## src/rtl/instruction_loader.sv

```systemverilog
// -----------------------------------------------------------------------------
// instruction_loader
// Accepts 32-bit instruction words over a valid/ready handshake and writes
// them big-endian, one byte per cycle, into an instruction byte store starting
// at byte address 0. A session ends when the word flagged as last is written,
// or when the store becomes full.
//
// Optional feature: define INSTRUCTION_LOADER_CHECKSUM_EN to add the 8-bit
// 'checksum' output. It is the XOR of every byte written since the last start.
// -----------------------------------------------------------------------------
module instruction_loader #(
    parameter int MEM_BYTES = 64,
    parameter int ADDR_W    = 6
) (
    input  logic              clk,
    input  logic              reset,
    input  logic              start,
    input  logic              in_valid,
    input  logic [31:0]       in_word,
    input  logic              in_last,
    output logic              in_ready,
    output logic              wr_en,
    output logic [ADDR_W-1:0] wr_addr,
    output logic [7:0]        wr_data,
    output logic              busy,
    output logic              done,
    output logic              full,
    output logic [ADDR_W-2:0] words_loaded
`ifdef INSTRUCTION_LOADER_CHECKSUM_EN
    ,
    output logic [7:0]        checksum
`endif
);

    typedef enum logic [1:0] {
        S_IDLE   = 2'd0,
        S_ACCEPT = 2'd1,
        S_WRITE  = 2'd2,
        S_DONE   = 2'd3
    } state_t;

    // The base address plus one word, one bit wider so the end of the store
    // (MEM_BYTES) can be compared without wrapping.
    localparam logic [ADDR_W:0]   STORE_END = (ADDR_W+1)'(MEM_BYTES);
    localparam logic [ADDR_W:0]   WORD_STEP = (ADDR_W+1)'(4);
    localparam logic [ADDR_W-2:0] WORD_INC  = (ADDR_W-1)'(1);

    state_t              state_q;
    logic [ADDR_W-1:0]   base_q;
    logic [1:0]          idx_q;
    logic [31:0]         word_q;
    logic                last_q;
    logic [ADDR_W-2:0]   words_q;
    logic                in_ready_q;
    logic                wr_en_q;
    logic [ADDR_W-1:0]   wr_addr_q;
    logic [7:0]          wr_data_q;
    logic                busy_q;
    logic                done_q;
    logic                full_q;

    logic [1:0]          next_idx_d;
    logic [ADDR_W:0]     base_plus4_d;
    logic                store_full_d;
    logic [7:0]          next_byte_d;
    logic [ADDR_W-1:0]   next_addr_d;
    logic                handshake_d;

    // Big-endian byte select: index 0 is the most significant byte.
    function automatic logic [7:0] byte_sel(input logic [31:0] w, input logic [1:0] i);
        logic [7:0] b;
        case (i)
            2'd0:    b = w[31:24];
            2'd1:    b = w[23:16];
            2'd2:    b = w[15:8];
            2'd3:    b = w[7:0];
            default: b = 8'h00;
        endcase
        return b;
    endfunction

    // Next byte to present: the first byte of a freshly accepted word, or the
    // following byte of the word currently being written.
    always_comb begin
        next_idx_d   = idx_q + 2'd1;
        base_plus4_d = {1'b0, base_q} + WORD_STEP;
        store_full_d = (base_plus4_d == STORE_END);
        handshake_d  = (state_q == S_ACCEPT) && in_valid && in_ready_q;
        if (state_q == S_ACCEPT) begin
            next_byte_d = byte_sel(in_word, 2'd0);
            next_addr_d = base_q;
        end else begin
            next_byte_d = byte_sel(word_q, next_idx_d);
            next_addr_d = base_q + {{(ADDR_W-2){1'b0}}, next_idx_d};
        end
    end

    // Session FSM; every output is a register loaded alongside the state.
    always_ff @(posedge clk) begin
        if (reset) begin
            state_q    <= S_IDLE;
            base_q     <= '0;
            idx_q      <= 2'd0;
            word_q     <= 32'h0;
            last_q     <= 1'b0;
            words_q    <= '0;
            in_ready_q <= 1'b0;
            wr_en_q    <= 1'b0;
            wr_addr_q  <= '0;
            wr_data_q  <= 8'h00;
            busy_q     <= 1'b0;
            done_q     <= 1'b0;
            full_q     <= 1'b0;
        end else begin
            case (state_q)
                S_IDLE, S_DONE: begin
                    if (start) begin
                        state_q    <= S_ACCEPT;
                        base_q     <= '0;
                        words_q    <= '0;
                        full_q     <= 1'b0;
                        done_q     <= 1'b0;
                        busy_q     <= 1'b1;
                        in_ready_q <= 1'b1;
                    end
                end
                S_ACCEPT: begin
                    if (handshake_d) begin
                        state_q    <= S_WRITE;
                        word_q     <= in_word;
                        last_q     <= in_last;
                        idx_q      <= 2'd0;
                        in_ready_q <= 1'b0;
                        wr_en_q    <= 1'b1;
                        wr_addr_q  <= next_addr_d;
                        wr_data_q  <= next_byte_d;
                    end
                end
                S_WRITE: begin
                    if (idx_q == 2'd3) begin
                        wr_en_q <= 1'b0;
                        base_q  <= base_plus4_d[ADDR_W-1:0];
                        words_q <= words_q + WORD_INC;
                        if (last_q) begin
                            state_q <= S_DONE;
                            done_q  <= 1'b1;
                            busy_q  <= 1'b0;
                        end else if (store_full_d) begin
                            // Never wrap: the store is full, end the session.
                            state_q <= S_DONE;
                            done_q  <= 1'b1;
                            full_q  <= 1'b1;
                            busy_q  <= 1'b0;
                        end else begin
                            state_q    <= S_ACCEPT;
                            in_ready_q <= 1'b1;
                        end
                    end else begin
                        idx_q     <= next_idx_d;
                        wr_addr_q <= next_addr_d;
                        wr_data_q <= next_byte_d;
                    end
                end
                default: begin
                    state_q    <= S_IDLE;
                    in_ready_q <= 1'b0;
                    wr_en_q    <= 1'b0;
                    busy_q     <= 1'b0;
                    done_q     <= 1'b0;
                end
            endcase
        end
    end

`ifdef INSTRUCTION_LOADER_CHECKSUM_EN
    logic [7:0] checksum_q;
    logic       emit_d;
    logic       restart_d;

    // A byte is presented on the edge that accepts a word and on the edges
    // that advance to bytes 1..3; the checksum folds in exactly those bytes.
    always_comb begin
        emit_d    = handshake_d || ((state_q == S_WRITE) && (idx_q != 2'd3));
        restart_d = ((state_q == S_IDLE) || (state_q == S_DONE)) && start;
    end

    // Running XOR of the written bytes, cleared at every session start.
    always_ff @(posedge clk) begin
        if (reset) begin
            checksum_q <= 8'h00;
        end else if (restart_d) begin
            checksum_q <= 8'h00;
        end else if (emit_d) begin
            checksum_q <= checksum_q ^ next_byte_d;
        end
    end

    assign checksum = checksum_q;
`endif

    assign in_ready     = in_ready_q;
    assign wr_en        = wr_en_q;
    assign wr_addr      = wr_addr_q;
    assign wr_data      = wr_data_q;
    assign busy         = busy_q;
    assign done         = done_q;
    assign full         = full_q;
    assign words_loaded = words_q;

endmodule
```

## config.mk

```make
export PLATFORM = sky130hd
export DESIGN_NAME = instruction_loader
export DESIGN_NICKNAME = d
export VERILOG_FILES = /design/src/rtl/instruction_loader.sv
export SDC_FILE = /design/constraint.sdc
export NUM_CORES = 1
export LEC_CHECK = 0
export ABC_AREA = 0
export BUFFER_PORTS_ARGS = -buffer_cell sky130_fd_sc_hd__buf_2
export CORE_UTILIZATION = 49
export CTS_CLUSTER_DIAMETER = 80
export DETAILED_ROUTE_END_ITERATION = 10
export PLACE_DENSITY = 0.83
export SYNTH_ARGS = -nofsm -noshare
export SYNTH_HDL_FRONTEND = slang
export SYNTH_SLANG_ARGS = --single-unit
```

## constraint.sdc

```tcl
create_clock -name clk -period 1.49 [get_ports clk]
set_input_delay 0.149 -clock clk [delete_from_list [all_inputs] [get_ports clk]]
set_output_delay 0.149 -clock clk [all_outputs]
set_load 0.05 [all_outputs]
```

==> flow_summary.toml <==
[critical_path]
critical_path.top_delay_family = "compound AO/OA/AOI/OAI gates"
r2r_slack_ns = -0.04
cpMaxStageDelayCell = "dfxtp_4"
crit_fanout = 17
path_buf_inv = 3
crit_path_max_incr_delay_ns = 0.36
crit_top_cell = "a21oi_1"
crit_path_start_kind = "register"
path_cells = "buf_4 -> ha_4 -> buf_6 -> buf_12 -> a221oi_1 -> a21oi_1 -> a21oi_1"
arrival_ns = 1.82
worstSetupPathType = "register to register"
cp-end-kind = "register"
required_ns = 1.77

[route]
dr_total_vias = 3179
drt_iter0_markers = 399
drcViolationCount = 0
wl_per_cell_um = 18.85
final_antenna_net_count = 0
first_pass_iters = 5
routed_wl_um = 9766
viasPerCell = 6.137

[timing]
worst_slack_ns = -0.04026
setup_violations = 14
holdWs_ns = 0.03025
finalMaxSlewViolations = 0
fin_crit_ns = 1.530
fmax_mhz = 653.5
rsz0062_at_grt = "true"
fin_worst_skew_ns = 0.01120
period_share_pct = 102.7
hold_viol = 0

[global_routing]
grt_pass1_wl_um = 12340
overflow = 0
grt_antenna_before_repair = 0
grt_start_max_net_pins = 38
grt_usage_pct = 25.75
grt_pass1_vias = 2664

[synth]
syn-num-nets = 411
synth-async-reset-ratio_pct = 0
synth_cells = 364
synth-seq-cells = 65
syn_area_per_cell_um2 = 7.978
ys_types = 41
synth-main-ff-cell = "dfxtp_1"
seq_area_frac_synth_pct = 44.81
yosysWarnings = 0
synth_edf_count = 0
syn_area_um2 = 2904

[run]
drv_cap = 0

[clock_network]
cts_sinks = 65
htreeDepth = 3
cts_tree = "built"
clk_latency_ns = 0.35
clockRootBuffer = "clkbuf_8"
clk_path_buf_depth = 2
cts_buffers = 9
path_clk_slew_ns = 0.07

[run_status]
status = "complete, but fails checks"
violations = "negative setup slack"

[floorplan]
die_w_um = 78.99
start_util_pct = 51.78
core-area_um2 = 5608
rows = 27
ioPinCount = 61
fp.dieH_um = 78.99
dieArea_um2 = 6239

[final_layout]
diodes = 0
syn2layout_area_growth_pct = 39.51
fillers = 391
multi_input_area_um2 = 1698
final_nets = 489
register_area_um2 = 1320
stdcell_count = 518
utilization_pct = 72.24
drive_gt1_share_pct = 37.89

[power]
ir_worst_vdd_mv = 0.6389
p_leak_nw = 1.570
finalPower_mw = 4.663
p_per_area_nw_per_um2 = 1151

[placed_design]
gp_congestion = 0.8872
port_buffers = 60
post-dp-hpwl_um = 5079
placedCellCount = 495

[worst_hold_path]
hold_path_class = "input pin to register"
==> path summary, 6_finish.rpt <==
| path | to | depth (start not counted) | from |
|---|---|---|---|
| setup / recovery | wr_data[0] | 7 | state_q[0] |
| hold / removal | word_q[0] | 3 | in_word[0] |
| setup reg to reg | wr_data[0] | 7 | state_q[0] |
| hold reg to reg | word_q[6] | 2 | word_q[6] |
==> metrics by stage <==
stage | area (µm²) | setup WS [ns] | TNS [ns]
2_1_floorplan | 2920 | -0.02270 | -0.02270
3_3_place_gp | 3407 | -0.07550 | -0.7619
3_5_place_dp | 3407 | -0.2056 | -2.902
4_1_cts | 3729 | -0.007299 | -0.007299
5_1_grt | 4051 | -0.1149 | -1.564
6_report | 4051 | -0.04026 | -0.2597
==> what timing repair did <==
action,in CTS,in global routing
buffers inserted,2,3
resized for setup,19,57
endpoints found under the setup margin,63,46
cloned,0,4
hold buffers,0,0
pin swaps,4,16
==> layout by cell type (no fill, tap or decap), types with 4 or more instances in the layout <==
| cell | n |
|---|---|
| a22oi_2 | 7 |
| inv_2 | 5 |
| dfxtp_4 | 4 |
| a22oi_1 | 4 |
| nor2_1 | 14 |
| ha_4 | 5 |
| buf_4 | 19 |
| nand2_1 | 78 |
| ha_1 | 5 |
| nand4_1 | 4 |
| o21ai_1 | 11 |
| inv_1 | 9 |
| a221oi_1 | 4 |
| clkbuf_8 | 10 |
| a21oi_2 | 13 |
| buf_2 | 60 |
| xor2_1 | 6 |
| a221oi_2 | 4 |
| dfxtp_1 | 58 |
| a21oi_1 | 55 |
| nand3_1 | 6 |
| buf_6 | 8 |
==> cells in the mapped netlist, types with 3 or more instances <==
library cell  count  area (µm²)
nand2_1          79       296.5
a21oi_1          68       340.3
dfxtp_1          65        1301
clkbuf_1         16       60.06
nor2_1           14       52.55
inv_1            13       48.80
o21ai_1          12       60.06
a22oi_1          11       82.58
ha_1             10       125.1
a221oi_1          8       70.07
nand3_1           8       40.04
buf_2             6       30.03
xor2_1            6       52.55
nand4_1           4       25.02
nor3_1            4       20.02
a31oi_1           3       18.77
and3_1            3       18.77
buf_4             3       22.52
==> routing by layer <==
metal | global-route usage [%] | routed length, µm | vias to the layer above
li1 | - | - | 1419
met1 | 33.14 | 3716 | 1457
met2 | 40.60 | 4639 | 241
met3 | 4.598 | 892 | 62
met4 | 14.36 | 518 | 0
met5 | 0 | 0 | -
==> state kept, by name (all words and copies together) (netlist names) <==
| register | cells |
|---|---|
| done | 1 |
| full | 1 |
| in_ready | 1 |
| state_q | 2 |
| wr_data | 8 |
| wr_addr | 6 |
| base_q | 4 |
| last_q | 1 |
| words_loaded | 5 |
| idx_q | 2 |
| word_q | 32 |
| wr_en | 1 |
| busy | 1 |
==> cells by family (layout without fill, tap and decap cells) <==
| logic type | after synthesis | in the layout | synth area share, % |
|---|---|---|---|
| XOR/XNOR | 7 | 7 | 2.111 |
| AND/OR/NAND/NOR | 125 | 125 | 19.30 |
| AO/OA/AOI/OAI | 115 | 116 | 23.40 |
| adder cells (fa/ha/maj) | 10 | 10 | 4.308 |
| other | 1 | 1 | 0.1291 |
| flip-flops | 65 | 65 | 44.81 |
| buffers and inverters | 41 | 122 | 5.946 |
==> worst register-to-register path: stages, from the launching register on <==
cell	delay, ns
dfxtp_4	0.36
buf_4	0.14
ha_4	0.17
buf_6	0.13
buf_12	0.15
a221oi_1	0.29
a21oi_1	0.09
a21oi_1	0.14
==> layout make-up <==
type	instances	share of cell area, %
clock inverters	5	2.563
multi-input cells	259	41.91
flip-flops and latches	65	32.58
clock buffers	10	3.397
inverters	15	1.452
repair buffers	92	15.87
well taps	72	2.224
==> power by group <==
group | leakage [nW] | total [mW] | internal [mW] | switching, mW
logic | 0.916 | 0.927 | 0.336 | 0.591
registers | 0.532 | 1.89 | 1.82 | 0.0700
clock network | 0.122 | 1.85 | 1.15 | 0.698
total | 1.57 | 4.66 | 3.30 | 1.36
(Power assumes the default switching activity.)
